===== src/rtl/mem_ctrl_seq.sv =====
// mem_ctrl_seq: byte-serial memory controller between the IF/MEM pipeline stages and an
// 8-bit single-port RAM with one cycle of read latency. One transaction owns the RAM at a
// time; MEM has priority over IF. Multi-byte accesses are little-endian and are split or
// assembled one byte per cycle. Each port gets a registered one-cycle done pulse.
//
// Optional build macro: MEM_CTRL_IF_ABORT_EN
//   When defined, a data request arriving during a fetch aborts the fetch and is accepted
//   at once; the still-held fetch request restarts from byte 0 once the data access ends.
//   When undefined, a fetch always runs to completion and data requests wait for IDLE.
module mem_ctrl_seq #(
  parameter int unsigned ADDR_WIDTH = 32,
  parameter int unsigned IF_BYTES   = 4
) (
  input  logic                    clk,
  input  logic                    rst,
  // Instruction-fetch port
  input  logic                    if_req,
  input  logic [ADDR_WIDTH-1:0]   if_addr,
  output logic [8*IF_BYTES-1:0]   if_data,
  output logic                    if_done,
  // Data port
  input  logic                    mem_req,
  input  logic                    mem_we,
  input  logic [1:0]              mem_size,
  input  logic                    mem_signed,
  input  logic [ADDR_WIDTH-1:0]   mem_addr,
  input  logic [31:0]             mem_wdata,
  output logic [31:0]             mem_rdata,
  output logic                    mem_done,
  // RAM side
  input  logic [7:0]              ram_din,
  output logic [7:0]              ram_dout,
  output logic [ADDR_WIDTH-1:0]   ram_addr,
  output logic                    ram_wr
);

  typedef enum logic [1:0] {
    StIdle,
    StIfRd,
    StMemRd,
    StMemWr
  } state_e;

  localparam logic [2:0] IfN = 3'(IF_BYTES);

  // Byte count for a data access; the 11 encoding behaves as a word.
  function automatic logic [2:0] size_bytes(input logic [1:0] size);
    logic [2:0] n;
    unique case (size)
      2'b00:   n = 3'd1;
      2'b01:   n = 3'd2;
      default: n = 3'd4;
    endcase
    return n;
  endfunction

  // Fill the bits above the loaded bytes with zero or the top loaded bit.
  function automatic logic [31:0] extend(input logic [31:0] raw, input logic [2:0] n,
                                         input logic sgn);
    logic [31:0] res;
    unique case (n)
      3'd1:    res = {{24{sgn & raw[7]}}, raw[7:0]};
      3'd2:    res = {{16{sgn & raw[15]}}, raw[15:0]};
      default: res = raw;
    endcase
    return res;
  endfunction

  state_e                  state_q, state_d;
  logic [2:0]              cnt_q, cnt_d;
  logic [2:0]              n_q, n_d;
  logic [ADDR_WIDTH-1:0]   base_q, base_d;
  logic [31:0]             wdata_q, wdata_d;
  logic                    signed_q, signed_d;
  logic [31:0]             rbuf_q, rbuf_d;
  logic [8*IF_BYTES-1:0]   if_data_q, if_data_d;
  logic                    if_done_q, if_done_d;
  logic [31:0]             mem_rdata_q, mem_rdata_d;
  logic                    mem_done_q, mem_done_d;

  logic                    start_mem;
  logic                    start_if;
  logic                    if_abort;
  logic                    rd_phase;
  logic [7:0]              wbyte;
  logic [ADDR_WIDTH-1:0]   cur_addr;

`ifdef MEM_CTRL_IF_ABORT_EN
  assign if_abort = mem_req;
`else
  assign if_abort = 1'b0;
`endif

  assign rd_phase = (state_q == StIfRd) || (state_q == StMemRd);
  assign cur_addr = base_q + ADDR_WIDTH'(cnt_q);

  // Capture the byte addressed in the previous cycle into its little-endian slot.
  always_comb begin
    rbuf_d = rbuf_q;
    if (rd_phase) begin
      for (int i = 0; i < 4; i++) begin
        if (cnt_q == 3'(i + 1)) begin
          rbuf_d[8*i +: 8] = ram_din;
        end
      end
    end
  end

  // Select the store byte for the current count.
  always_comb begin
    wbyte = wdata_q[7:0];
    unique case (cnt_q[1:0])
      2'd0: wbyte = wdata_q[7:0];
      2'd1: wbyte = wdata_q[15:8];
      2'd2: wbyte = wdata_q[23:16];
      2'd3: wbyte = wdata_q[31:24];
      default: wbyte = wdata_q[7:0];
    endcase
  end

  // Next-state logic: arbitration, byte sequencing and result hand-off.
  always_comb begin
    state_d     = state_q;
    cnt_d       = cnt_q;
    n_d         = n_q;
    base_d      = base_q;
    wdata_d     = wdata_q;
    signed_d    = signed_q;
    if_data_d   = if_data_q;
    if_done_d   = 1'b0;
    mem_rdata_d = mem_rdata_q;
    mem_done_d  = 1'b0;
    start_mem   = 1'b0;
    start_if    = 1'b0;

    unique case (state_q)
      StIdle: begin
        // A done cycle never accepts, so a request still held for it is not re-served.
        if (!if_done_q && !mem_done_q) begin
          if (mem_req) begin
            start_mem = 1'b1;
          end else if (if_req) begin
            start_if = 1'b1;
          end
        end
      end
      StIfRd: begin
        if (if_abort) begin
          start_mem = 1'b1;
        end else if (cnt_q == n_q) begin
          if_done_d = 1'b1;
          if_data_d = rbuf_d[8*IF_BYTES-1:0];
          state_d   = StIdle;
        end else begin
          cnt_d = cnt_q + 3'd1;
        end
      end
      StMemRd: begin
        if (cnt_q == n_q) begin
          mem_done_d  = 1'b1;
          mem_rdata_d = extend(rbuf_d, n_q, signed_q);
          state_d     = StIdle;
        end else begin
          cnt_d = cnt_q + 3'd1;
        end
      end
      StMemWr: begin
        if (cnt_q == n_q - 3'd1) begin
          mem_done_d = 1'b1;
          state_d    = StIdle;
        end else begin
          cnt_d = cnt_q + 3'd1;
        end
      end
      default: state_d = StIdle;
    endcase

    // Latch the request so later input changes cannot disturb the transaction.
    if (start_mem) begin
      state_d  = mem_we ? StMemWr : StMemRd;
      cnt_d    = 3'd0;
      base_d   = mem_addr;
      n_d      = size_bytes(mem_size);
      wdata_d  = mem_wdata;
      signed_d = mem_signed;
    end else if (start_if) begin
      state_d = StIfRd;
      cnt_d   = 3'd0;
      base_d  = if_addr;
      n_d     = IfN;
    end
  end

  // Drive the RAM: address the next byte while one remains, zero otherwise.
  always_comb begin
    ram_addr = '0;
    ram_dout = '0;
    ram_wr   = 1'b0;
    unique case (state_q)
      StIfRd, StMemRd: begin
        if (cnt_q < n_q) begin
          ram_addr = cur_addr;
        end
      end
      StMemWr: begin
        ram_addr = cur_addr;
        ram_dout = wbyte;
        ram_wr   = 1'b1;
      end
      default: begin
        ram_addr = '0;
      end
    endcase
  end

  // State and result registers; reset drops any transaction in flight.
  always_ff @(posedge clk) begin
    if (rst) begin
      state_q     <= StIdle;
      cnt_q       <= '0;
      n_q         <= '0;
      base_q      <= '0;
      wdata_q     <= '0;
      signed_q    <= 1'b0;
      rbuf_q      <= '0;
      if_data_q   <= '0;
      if_done_q   <= 1'b0;
      mem_rdata_q <= '0;
      mem_done_q  <= 1'b0;
    end else begin
      state_q     <= state_d;
      cnt_q       <= cnt_d;
      n_q         <= n_d;
      base_q      <= base_d;
      wdata_q     <= wdata_d;
      signed_q    <= signed_d;
      rbuf_q      <= rbuf_d;
      if_data_q   <= if_data_d;
      if_done_q   <= if_done_d;
      mem_rdata_q <= mem_rdata_d;
      mem_done_q  <= mem_done_d;
    end
  end

  assign if_data   = if_data_q;
  assign if_done   = if_done_q;
  assign mem_rdata = mem_rdata_q;
  assign mem_done  = mem_done_q;

endmodule


===== config.mk =====
export PLATFORM = sky130hd
export DESIGN_NAME = mem_ctrl_seq
export DESIGN_NICKNAME = d
export VERILOG_FILES = /design/src/rtl/mem_ctrl_seq.sv
export SDC_FILE = /design/constraint.sdc
export NUM_CORES = 1
export LEC_CHECK = 0
export BUFFER_PORTS_ARGS = -buffer_cell sky130_fd_sc_hd__buf_4
export CORE_ASPECT_RATIO = 0.75
export CORE_MARGIN = 4
export CORE_UTILIZATION = 40
export CTS_BUF_LIST = sky130_fd_sc_hd__clkbuf_2 sky130_fd_sc_hd__clkbuf_4 sky130_fd_sc_hd__clkbuf_8
export CTS_CLUSTER_DIAMETER = 100
export DETAILED_ROUTE_END_ITERATION = 7
export GPL_ROUTABILITY_DRIVEN = 0
export MAX_ROUTING_LAYER = met4
export PLACE_DENSITY = 0.63
export SLEW_MARGIN = 20
export SYNTH_ARGS = -nofsm -noshare
export SYNTH_HDL_FRONTEND = slang
export SYNTH_SLANG_ARGS = --single-unit
export TNS_END_PERCENT = 10

===== constraint.sdc =====
create_clock -name clk -period 5.18 [get_ports clk]
set_clock_uncertainty 0.1 [all_clocks]
set_input_delay 0.259 -clock clk [delete_from_list [all_inputs] [get_ports clk]]
set_output_delay 0.259 -clock clk [all_outputs]
set_load 0.1 [all_outputs]

---- Word-level counts from Yosys, hierarchy flattened ----
Index checks and enable logic that the tools add are counted.
storage, ports and cells
  bits in registers ....................... 171
  output and inout bits ................... 107
operators by class
  add/subtract/negate cells ............... 3
  order comparisons ....................... 1
  equal/unequal tests ..................... 19
  mux-type cells .......................... 35
  bitwise gates (word level) .............. 3
  reduce and logical (&&, ||, !) cells .... 17
operators by type and width
  kind                number
  $mux 32             4
  $pmux 32 s2         2
  $mux 8              5
  $add 32x3->32       1
  $pmux 8 s4          1
  $mux 3              4
  $pmux 3 s2          2
  $mux 1              11
  $eq 3x2->1 const B  3
  $eq 2x2->1 const B  4
  $mux 2              4
  $eq 2x1->1 const B  3
  $eq 3x1->1 const B  2
  $eq 3x3->1          2
  $logic_not 2->1     3
  $reduce_and 3->1    2
  $ne 2x2->1 const B  2
  $ne 4x1->1 const B  1
  $ne 4x4->1 const B  1
  $pmux 2 s2          1
  $reduce_and 2->1    2
  $reduce_bool 2->1   2
  $reduce_bool 4->1   1
  $reduce_or 2->1     2
  11 further kinds    13

---- Logic depth before layout (Yosys ltp) ----
  word-level depth ........................ 6
  depth in mapped cells ................... 9
  depth with buffers taken out ............ 7

---- Least setup slack after synthesis ----
OpenSTA, ideal clock, no wires.
  path type ............................... register -> output
  start ................................... register state_q[0]
  end ..................................... output port ram_addr[3]
  arrival time ............................ 4399 ps
  slack ................................... 422 ps
  cell stages (with the launch flop) ...... 6
  path buffers ............................ 0
  cells stage by stage .................... dfxtp_1 > ha_1 > clkinv_1 > a21oi_1 > nand2_1 > nor3b_1
on the way
  longest elaborated chain between the ends .. 3
ends and longest elaborated chain
  element                                   line  source
  from (decl)                               69    state_e state_q, state_d;
  from (signal assigned)                    219   state_q <= StIdle;
  from (signal assigned)                    231   state_q <= state_d;
  $eq 2x1->1 or $eq 2x2->1 (tied branches)  199   unique case (state_q)
  $reduce_or 2->1 (no line)                 n/a
  $pmux 32 s2 (*)                           199
  to (decl)                                 33    output logic [ADDR_WIDTH-1:0] ram_addr,
Mark *: on every way between the ends. The rest lies on a longest branch, timed or not.

---- Worst setup path in the final report ----
Ends and elaborated chain as after synthesis.

==> out/results.txt <==
result of the run - finished clean
count of cell types in the netlist - 58
largest family of logic cells by synthesized area - simple AND/OR/NAND/NOR gates
DRC violation total after the first TritonRoute iteration - 633
number of top-level pins - 219
number of port buffers - 218
portion of synthesized cell area occupied by the leading cell type - 43.0%
initial antenna violation count - 0
Post-CTS Resized - 0
die boundary height - 130 um
count of unresolved DRC violations after routing - 0
core outline area - 19400 um2
Detailed Route WL - 24700 um
post-synthesis instance area - 7960 um2
clock period minus worst slack - 3940 ps
Final nets - 1350
launch point of the worst reg-to-reg path - state_q[0]
post-route total power - 5.87 mW
leakage power summed over all cells - 4.57 nW
post-synthesis simple-gate area fraction - 23.4%
clock sinks - 171
setup fix buffers added after clock tree synthesis - 0
Antenna Diode Count - 0
Max rail drop VDD - 0.445 mV
Max clock buf depth - 2
ANT nets after route - 0
number of buffers added by the clock tree synthesis step - 17
fraction of layout instances using a drive strength above 1 - 22.3%
cell type contributing the most total cell area after synthesis - dfxtp_1
Total Negative Setup Slacks - 0 ps
proportion of synthesized area in mux cells - 4.97%
post-synthesis share of cell area spent on xor and xnor gates - 1.27%
total vias in the final route - 7830
horizontal extent of the die - 171 um
Synth Register Bits - 171
slew at the pin closest to its max-slew limit - 874 ps
nature of the critical path startpoint - register
initial cell density of the core - 41.0%
Hold Vio Cnt, Final - 0
compound-cell area share of the yosys netlist - 18.8%
num rows - 44
Total Die Area - 22300 um2
CTS tree - yes
root buf cell - clkbuf_8
detailed placement HPWL - 16700 um
smallest setup slack after layout - 1240 ps
period utilization - 76.1%
worst slew slack as a fraction of its limit - 41.7%
Post-CTS Hold Buffers - 99
max_cap viols - 0
Post-synth EDFFs - 0
worst min path class - primary input to register
Final Setup Violations - 0
top post-synthesis cells by count - dfxtp_1 (171), nor2_1 (161), nand2_1 (143), a21oi_1 (63), a211oi_1 (52)
dominant cell by count in the synthesized netlist - dfxtp_1
share of synthesized area occupied by flip-flops and latches - 43.0%
H-tree Lvls - 4
clock slew at the register clock pins of the worst setup and hold paths - 90 ps
P per Cell Area - 531 nW/um2
growth of design area from synthesis to finish - 38.8%
first-pass GRT wire length - 38300 um
timing startpoint of the critical path - state_q[0]
net count after synthesis - 1085
total congestion overflow after global routing - 0
critical path fanouts, max - 26
Setup Slack @ Placement - 1670 ps
Critical Path End Type - primary output
worst setup path class - register to primary output
overall track demand over capacity in global routing - 22.1%
Avg Vias per Cell - 5.28
unrepaired setup endpoints after global routing - no
via count of the first global-routing pass - 7181
Synth Area per Inst - 8.36 um2
pin count of the biggest net entering global routing - 69
Peak Freq - 254 MHz
CP arrival - 3580 ps
yosys synthesis warning count - 0
top cells by area, synth - dfxtp_1 (43%), nor2_1 (7.6%), nand2_1 (6.7%)
average detailed-routed wire length per instance - 16.7 um
cell count after synthesis - 953
first drt pass iteration count - 7
pins over their slew limit - 0
adder-cell area share of the yosys netlist - 3.24%
filler cell count in the final layout - 1815
clock network latency to the later pin of the worst-skew pair - 450 ps
prevailing post-synth register cell - dfxtp_1
min-delay src - ram_din[7]
share of flip-flops with an asynchronous set or reset after synthesis - 0%
Data required, critical path - 4820 ps
worst max-delay path, stage by stage, from the launching register on:
cell      delay (ps)
dfxtp_1          390
ha_1             280
clkinv_1         300
a21oi_1          740
nand2_1          710
nor3b_1          380
buf_4            330
through the flow:
stage | instance area, um2 | hold WS [ps] | util (%) | cells
after floorplan | 7960 | 295 | - | 953
after global placement | 9630 | 343 | 49.5 | 1352
after detailed placement | 9630 | 348 | 49.5 | 1352
after CTS | 11000 | 14.2 | 56.7 | 1483
after global routing | 11000 | 37.7 | 56.9 | 1484
final | 11000 | 35.8 | 56.9 | 1484
flip-flops by register name, indices dropped and copies added (netlist names):
signal and count:
state_q 2, cnt_q 3, if_data 32, rbuf_q 32
mem_rdata 32, if_done 1, wdata_q 32, base_q 32
n_q 3, signed_q 1, mem_done 1
layer usage:
metal	vias to the layer above	GRT usage, %	part of all wire (%)
li1	3916	-	-
met1	3667	32.8	50
met2	227	31.9	43
met3	20	3.79	6.3
met4	0	4.19	0.89
met5	-	-	0
cells by family after synthesis:
group | Yosys count
mux | 39
buf+inv | 97
xor+xnor | 10
compound gates | 206
fa+ha+maj | 20
simple gates | 410
flops | 171
power by group:
part           internal [mW]  switching, mW  total [mW]
Combinational          0.864           2.14        3.01
Sequential              1.63          0.266        1.90
Clock                  0.414          0.551       0.965
Total                   2.91           2.96        5.87
final cells by class:
class / instances / area [um2] / area share (%)
clock buffers: 18 / 248 / 2.24
well taps: 253 / 317 / 2.86
repair buffers: 324 / 2690 / 24.4
inverters: 19 / 71.3 / 0.645
flip-flops and latches: 171 / 3420 / 31.0
clock inverters: 14 / 163 / 1.47
multi-input cells: 685 / 4140 / 37.4
path summary, 6_finish.rpt:
kind	endpoint	cells past startpoint	slack, ps
worst max-delay path	ram_addr[3]	6	1240
worst min register to register	wdata_q[12]	2	360
worst max register to register	base_q[4]	8	1900
worst min-delay path	rbuf_q[15]	3	40
cell usage in the layout (no fill, tap or decap), types with 3 or more instances in the layout:
| cell | Yosys | layout |
|---|---|---|
| inv_1 | 18 | 18 |
| a311oi_1 | 47 | 47 |
| nor3_1 | 5 | 5 |
| nor4_1 | 6 | 6 |
| nor2_1 | 161 | 161 |
| and4_1 | 4 | 4 |
| xnor2_1 | 4 | 4 |
| or2b_1 | 6 | 6 |
| ha_1 | 19 | 19 |
| dlygate4sd3_1 | 0 | 99 |
| a211oi_1 | 52 | 52 |
| nand3b_1 | 8 | 8 |
| nand3_1 | 15 | 15 |
| clkinvlp_4 | 0 | 5 |
| nand2b_1 | 18 | 18 |
| o31ai_1 | 13 | 13 |
| and3_1 | 5 | 5 |
| a222oi_1 | 8 | 8 |
| o21ai_0 | 6 | 6 |
| a21oi_1 | 63 | 63 |
| nor2b_1 | 3 | 3 |
| buf_4 | 5 | 224 |
| or3_1 | 3 | 3 |
| clkbuf_8 | 0 | 18 |
| or4_1 | 13 | 13 |
| dfxtp_1 | 171 | 171 |
| mux2i_1 | 37 | 37 |
| nand2_1 | 143 | 143 |
| inv_8 | 0 | 4 |
| xor2_1 | 5 | 5 |
| nand4_1 | 5 | 5 |
| nor3b_1 | 4 | 4 |
| o2111ai_1 | 3 | 3 |
(Power assumes the default switching activity.)
